$ cat config.mk
export PLATFORM = sky130hd
export DESIGN_NAME = pes_seq_det_prog_fsm
export DESIGN_NICKNAME = d
export VERILOG_FILES = /design/src/rtl/pes_seq_det_pkg.sv /design/src/rtl/pes_seq_det_window.sv /design/src/rtl/pes_seq_det_prog_fsm.sv
export SDC_FILE = /design/constraint.sdc
export NUM_CORES = 1
export LEC_CHECK = 0
export BUFFER_PORTS_ARGS = -buffer_cell sky130_fd_sc_hd__buf_2
export CAP_MARGIN = 15
export CORE_ASPECT_RATIO = 1.1
export CORE_MARGIN = 2
export CORE_UTILIZATION = 40
export DETAILED_ROUTE_END_ITERATION = 10
export SLEW_MARGIN = 10
export SYNTH_ARGS = -nofsm -noshare
export SYNTH_HDL_FRONTEND = slang
export SYNTH_SLANG_ARGS = --single-unit
$ cat constraint.sdc
create_clock -name clock -period 3.35 [get_ports clock]
set_input_delay 1.005 -clock clock [delete_from_list [all_inputs] [get_ports clock]]
set_output_delay 1.005 -clock clock [all_outputs]
set_load 0.1 [all_outputs]
$ cat src/rtl/pes_seq_det_pkg.sv
// Shared types and constants for the programmable sequence detector.
//   state_t : FSM encoding (S_UNCFG, S_HUNT, S_ERR)
//   len_w() : width of a length field able to hold 0..max_len
package pes_seq_det_pkg;

  localparam int unsigned DEF_MAX_LEN = 8;
  localparam int unsigned DEF_CNT_W   = 16;

  typedef enum logic [1:0] {
    S_UNCFG = 2'd0,
    S_HUNT  = 2'd1,
    S_ERR   = 2'd2
  } state_t;

  function automatic int unsigned len_w(input int unsigned max_len);
    return $clog2(max_len + 1);
  endfunction

endpackage

$ cat src/rtl/pes_seq_det_window.sv
// Bit history window: shift register, fill counter and masked pattern compare.
// Ports:
//   clock, reset  : rising-edge clock, synchronous active-high reset
//   shift_en      : accept bit_in this cycle
//   clear         : drop history and fill (new configuration)
//   nonovl_clr    : restart fill after a match (non-overlapping mode)
//   bit_in        : serial data bit
//   pattern, len  : active pattern and its length
//   match_c       : combinational; bit_in completes a match this cycle
module pes_seq_det_window
  import pes_seq_det_pkg::*;
#(
  parameter int unsigned MAX_LEN = DEF_MAX_LEN,
  parameter int unsigned LEN_W   = len_w(MAX_LEN)
) (
  input  logic               clock,
  input  logic               reset,
  input  logic               shift_en,
  input  logic               clear,
  input  logic               nonovl_clr,
  input  logic               bit_in,
  input  logic [MAX_LEN-1:0] pattern,
  input  logic [LEN_W-1:0]   len,
  output logic               match_c
);

  localparam int unsigned FW = LEN_W + 1;

  logic [MAX_LEN-1:0] hist;
  logic [MAX_LEN-1:0] nh;
  logic [MAX_LEN-1:0] mask;
  logic [LEN_W-1:0]   fill;
  logic [FW-1:0]      fill_inc;

  // Candidate history and compare; newest bit sits at position 0.
  always_comb begin
    nh   = {hist[MAX_LEN-2:0], bit_in};
    mask = '0;
    for (int i = 0; i < MAX_LEN; i++) begin
      mask[i] = (LEN_W'(i) < len);
    end
    fill_inc = FW'(fill) + FW'(1);
    match_c  = shift_en
            && ((nh & mask) == (pattern & mask))
            && (fill_inc >= FW'(len));
  end

  // History and fill bookkeeping; fill saturates at MAX_LEN.
  always_ff @(posedge clock) begin
    if (reset || clear) begin
      hist <= '0;
      fill <= '0;
    end else if (shift_en) begin
      hist <= nh;
      if (match_c && nonovl_clr) begin
        fill <= '0;
      end else if (fill_inc > FW'(MAX_LEN)) begin
        fill <= LEN_W'(MAX_LEN);
      end else begin
        fill <= fill_inc[LEN_W-1:0];
      end
    end
  end

endmodule

$ cat src/rtl/pes_seq_det_prog_fsm.sv
// Programmable serial bit-sequence detector with runtime pattern/length/overlap.
// Ports:
//   clock, reset  : rising-edge clock, synchronous active-high reset
//   cfg_load      : load cfg_pattern / cfg_len / cfg_overlap this cycle
//   cfg_pattern   : bit[cfg_len-1] is first bit received, bit[0] is last
//   cfg_len       : pattern length, legal 1..MAX_LEN
//   cfg_overlap   : 1 = overlapping matches allowed
//   sequence_in   : serial data bit, qualified by in_valid
//   in_valid      : sequence_in valid this cycle
//   detector_out  : one-cycle match pulse (registered)
//   match_count   : matches since last valid load, saturating
//   cfg_err       : last load was illegal (sticky until a valid load)
//   armed         : high while hunting for the pattern
module pes_seq_det_prog_fsm
  import pes_seq_det_pkg::*;
#(
  parameter  int unsigned MAX_LEN = DEF_MAX_LEN,
  parameter  int unsigned CNT_W   = DEF_CNT_W,
  localparam int unsigned LEN_W   = len_w(MAX_LEN)
) (
  input  logic               clock,
  input  logic               reset,
  input  logic               cfg_load,
  input  logic [MAX_LEN-1:0] cfg_pattern,
  input  logic [LEN_W-1:0]   cfg_len,
  input  logic               cfg_overlap,
  input  logic               sequence_in,
  input  logic               in_valid,
  output logic               detector_out,
  output logic [CNT_W-1:0]   match_count,
  output logic               cfg_err,
  output logic               armed
);

  state_t             state;
  logic [MAX_LEN-1:0] pattern_q;
  logic [LEN_W-1:0]   len_q;
  logic               overlap_q;

  logic legal_c;
  logic load_ok_c;
  logic shift_en_c;
  logic match_c;

  // A load always wins over a coincident data bit.
  always_comb begin
    legal_c    = (cfg_len != '0) && (cfg_len <= LEN_W'(MAX_LEN));
    load_ok_c  = cfg_load && legal_c;
    shift_en_c = (state == S_HUNT) && in_valid && !cfg_load;
  end

  pes_seq_det_window #(
    .MAX_LEN (MAX_LEN),
    .LEN_W   (LEN_W)
  ) u_window (
    .clock      (clock),
    .reset      (reset),
    .shift_en   (shift_en_c),
    .clear      (load_ok_c),
    .nonovl_clr (!overlap_q),
    .bit_in     (sequence_in),
    .pattern    (pattern_q),
    .len        (len_q),
    .match_c    (match_c)
  );

  // FSM, configuration registers, match pulse and saturating counter.
  always_ff @(posedge clock) begin
    if (reset) begin
      state        <= S_UNCFG;
      pattern_q    <= '0;
      len_q        <= '0;
      overlap_q    <= 1'b0;
      detector_out <= 1'b0;
      match_count  <= '0;
      cfg_err      <= 1'b0;
      armed        <= 1'b0;
    end else begin
      detector_out <= 1'b0;
      if (cfg_load) begin
        if (legal_c) begin
          state       <= S_HUNT;
          armed       <= 1'b1;
          cfg_err     <= 1'b0;
          match_count <= '0;
          pattern_q   <= cfg_pattern;
          len_q       <= cfg_len;
          overlap_q   <= cfg_overlap;
        end else begin
          // Illegal load keeps the old config but stops hunting.
          state   <= S_ERR;
          armed   <= 1'b0;
          cfg_err <= 1'b1;
        end
      end else if (match_c) begin
        detector_out <= 1'b1;
        if (match_count != '1) begin
          match_count <= match_count + CNT_W'(1);
        end
      end
    end
  end

endmodule

==> flow_summary.yaml <==
run_status:
  status: "finished, final reports clean"
synth:
  syn-num-nets: 286
  ys_warn_count: 0
  synth_top_area_share_pct: 38.4
  synth_cell_type_count: 45
  ys_top_cells_by_area: "dfxtp_1 38%, mux2i_1 5.8%, a21oi_1 5.6%, nand2_1 4.9%, ha_1 3.9%"
  async_flop_share_pct: 0
  synth_edf_count: 0
  synth.avg_cell_area_sq_um: 8.58
  synth_seq_area_share_pct: 38.4
  ys.flop_type: "dfxtp_1"
  synth_area_sq_um: 2240
  synth_seq_cells: 43
  yosys.area.top_type: "dfxtp_1"
  syn_inst: 261
die:
  start_util_pct: 41.5
  die_h_microns: 82.5
  core_region_area_sq_um: 5400
  die_w_microns: 75.3
  num_rows: 28
  dieArea_sq_um: 6210
  io_pins: 37
pwr:
  ir_worst_vdd_mv: 0.206
  clkPwrFrac_pct: 39.1
  power_switching_mw: 0.267
  internal_power_mw: 0.806
  switching_share_pct: 24.9
  power.leakage_nw: 1.04
  combPwrFrac_pct: 11.1
  powerDensity_nw_per_um2: 412
  p_seq_share_pct: 49.8
routing:
  top_layer_used: "met4"
  wl_microns: 5340
  ant_nets: 0
  wl_met2_microns: 2620
  detail_route.wl_per_cell_microns: 14.3
  drtIter0Drc: 137
  route.detailed.drc: 0
  dr.pass1.iters: 4
  dr_total_vias: 2039
  dr_wl_met3_microns: 211
  drt-vias-per-instance: 5.47
  wl_met1_microns: 2450
clocking:
  clk_latency_ns: 0.30
  clk_pin_slew_ns: 0.08
  cts_sinks: 43
  root_buffer: "clkbuf_8"
  postCtsSetupBuffers: 0
  clockBufferDepth: 2
  cts_tree: "done"
  cts-htree-levels: 2
  cts_buffers: 5
  hold_buffers: 0
  cts-resized-gates: 0
placed_design:
  hpwl_microns: 4020
  dp_cells: 365
  place.port_buffers: 36
  place_area_sq_um: 2480
  gp_congestion: 0.815
flow_run:
  drv_cap: 0
global_routing:
  grt_max_degree: 19
  first_global_vias: 1840
  grt_pass1_wl_microns: 8880
  grt-ovfl-total: 0
  antenna_found_initial: 0
  grt_util_all_layers_pct: 18.7
sta:
  fin_tns_setup_ns: 0
  rsz0062_at_grt: "no"
  drv_slew: 0
  clock_skew_ns: 0.0105
  fin_crit_sh_pct: 78.8
  finalSetupViolCount: 0
  relSlewSlack_pct: 63.2
  worst_pin_slew_ns: 0.549
  hold_viol: 0
  fmax_ghz: 0.379
  period_needed_ns: 2.64
finish:
  final_cell_mix: "43 x dfxtp_1, 36 x buf_2, 29 x nand2_1"
  fill_cells: 555
  finalInstanceArea_sq_um: 2600
  num-nets-final: 322
  final_common_cell: "dfxtp_1"
  antenna_cells: 0
  instances_no_fill: 373
  drive_above_1_share_pct: 19.5
  area_growth_pct: 16.2
worst_setup_path:
  slowest_stage: "a2111oi_4"
  path_cells: "buf_2, nor2_4, nand3_4, a2111oi_4, a31oi_1, buf_4, o41ai_1, a21oi_1"
  worst-path-max-fanout: 10
  worst-setup-path-type: "input pin to register"
  critPathMaxStageDelay_ns: 0.40
  reg2reg_slack_ns: 0.80
  crit_required_ns: 3.52
  rr_worst_depth: 9
  rr_startpoint: "u_window.fill[0]"
  crit_arrival_ns: 2.81
  cp-start-kind: "input pin"
  r2r-end: "match_count[7]"
  critPathCaptureType: "register"
min_path:
  holdPathEnd: "u_window.hist[6]"
  hp-class: "register to register"
  hold_start: "u_window.hist[6]"
  holdPathStages: 2
how the worst max path moves through the flow:
stage                          start               to  slack, ns  depth (start not counted)
floorplan             match_count[0]   match_count[0]       0.62                          7
global placement            cfg_load  match_count[10]       0.47                          8
detailed placement          cfg_load  match_count[12]       0.40                          8
CTS                         cfg_load   match_count[8]       0.71                          8
global route        u_window.fill[0]   match_count[8]       0.48                          9
finish                      cfg_load   match_count[8]       0.71                          8
area by class of cell:
type,count,area (sq um),area share [%]
inverter,5,18.8,0.721
multi-input combinational,200,1290,49.4
clock buffer,6,82.6,3.17
clock inverter,2,35.0,1.35
tap,75,93.8,3.61
timing repair buffer,42,225,8.65
sequential,43,861,33.1
synthesized netlist by cell type, types with 5 or more instances:
cell type,count
a21oi_1,25
a31oi_1,5
and3_1,6
clkbuf_1,8
dfxtp_1,43
ha_1,7
inv_1,5
mux2i_1,13
nand2_1,29
nand3_1,10
nor2_1,23
o21ai_0,12
or3_1,9
xnor2_1,8
registers in the layout, summed over array words and instances (netlist names):
name / count
u_window.hist: 7
overlap_q: 1
match_count: 16
cfg_err: 1
len_q: 4
pattern_q: 8
state: 1
detector_out: 1
u_window.fill: 4
power by group through the flow:
stage / Combinational [mW] / Sequential [mW] / Clock [mW]
global placement: 0.117 / 0.547 / 0
CTS: 0.119 / 0.535 / 0.431
global route: 0.131 / 0.536 / 0.463
finish: 0.119 / 0.534 / 0.420
detailed placement: 0.119 / 0.547 / 0
floorplan: 0.0757 / 0.555 / 0
logic make-up after synthesis:
kind of cell    share of synthesized area (%)
fa+ha+maj                                3.91
compound gates                           20.3
xor+xnor                                 3.91
buf+inv                                  4.13
mux                                      5.81
flops                                    38.4
simple gates                             23.5
routing by layer:
metal  track usage, %  vias up
met5                0        -
met4             5.09        0
met3             4.13        6
met2             31.2       41
met1             24.2      962
li1                 -     1030
metrics by stage:
step	util [%]	hold WS, ns	setup WS (ns)	total power, mW
final	48.2	0.480	0.711	1.07
after global placement	46.1	0.458	0.467	0.664
after CTS	48.2	0.478	0.708	1.09
after detailed placement	46.1	0.466	0.396	0.666
after floorplan	-	0.448	0.624	0.631
after global routing	48.2	0.508	0.476	1.13
worst max-delay path, delay by kind of cell:
kind,cells,cell delay (ns)
and+or+nand+nor,2,0.28
AOI/OAI and AO/OA,4,1.15
buffers and inverters,2,0.38
Power figures use the tool's default switching activity.
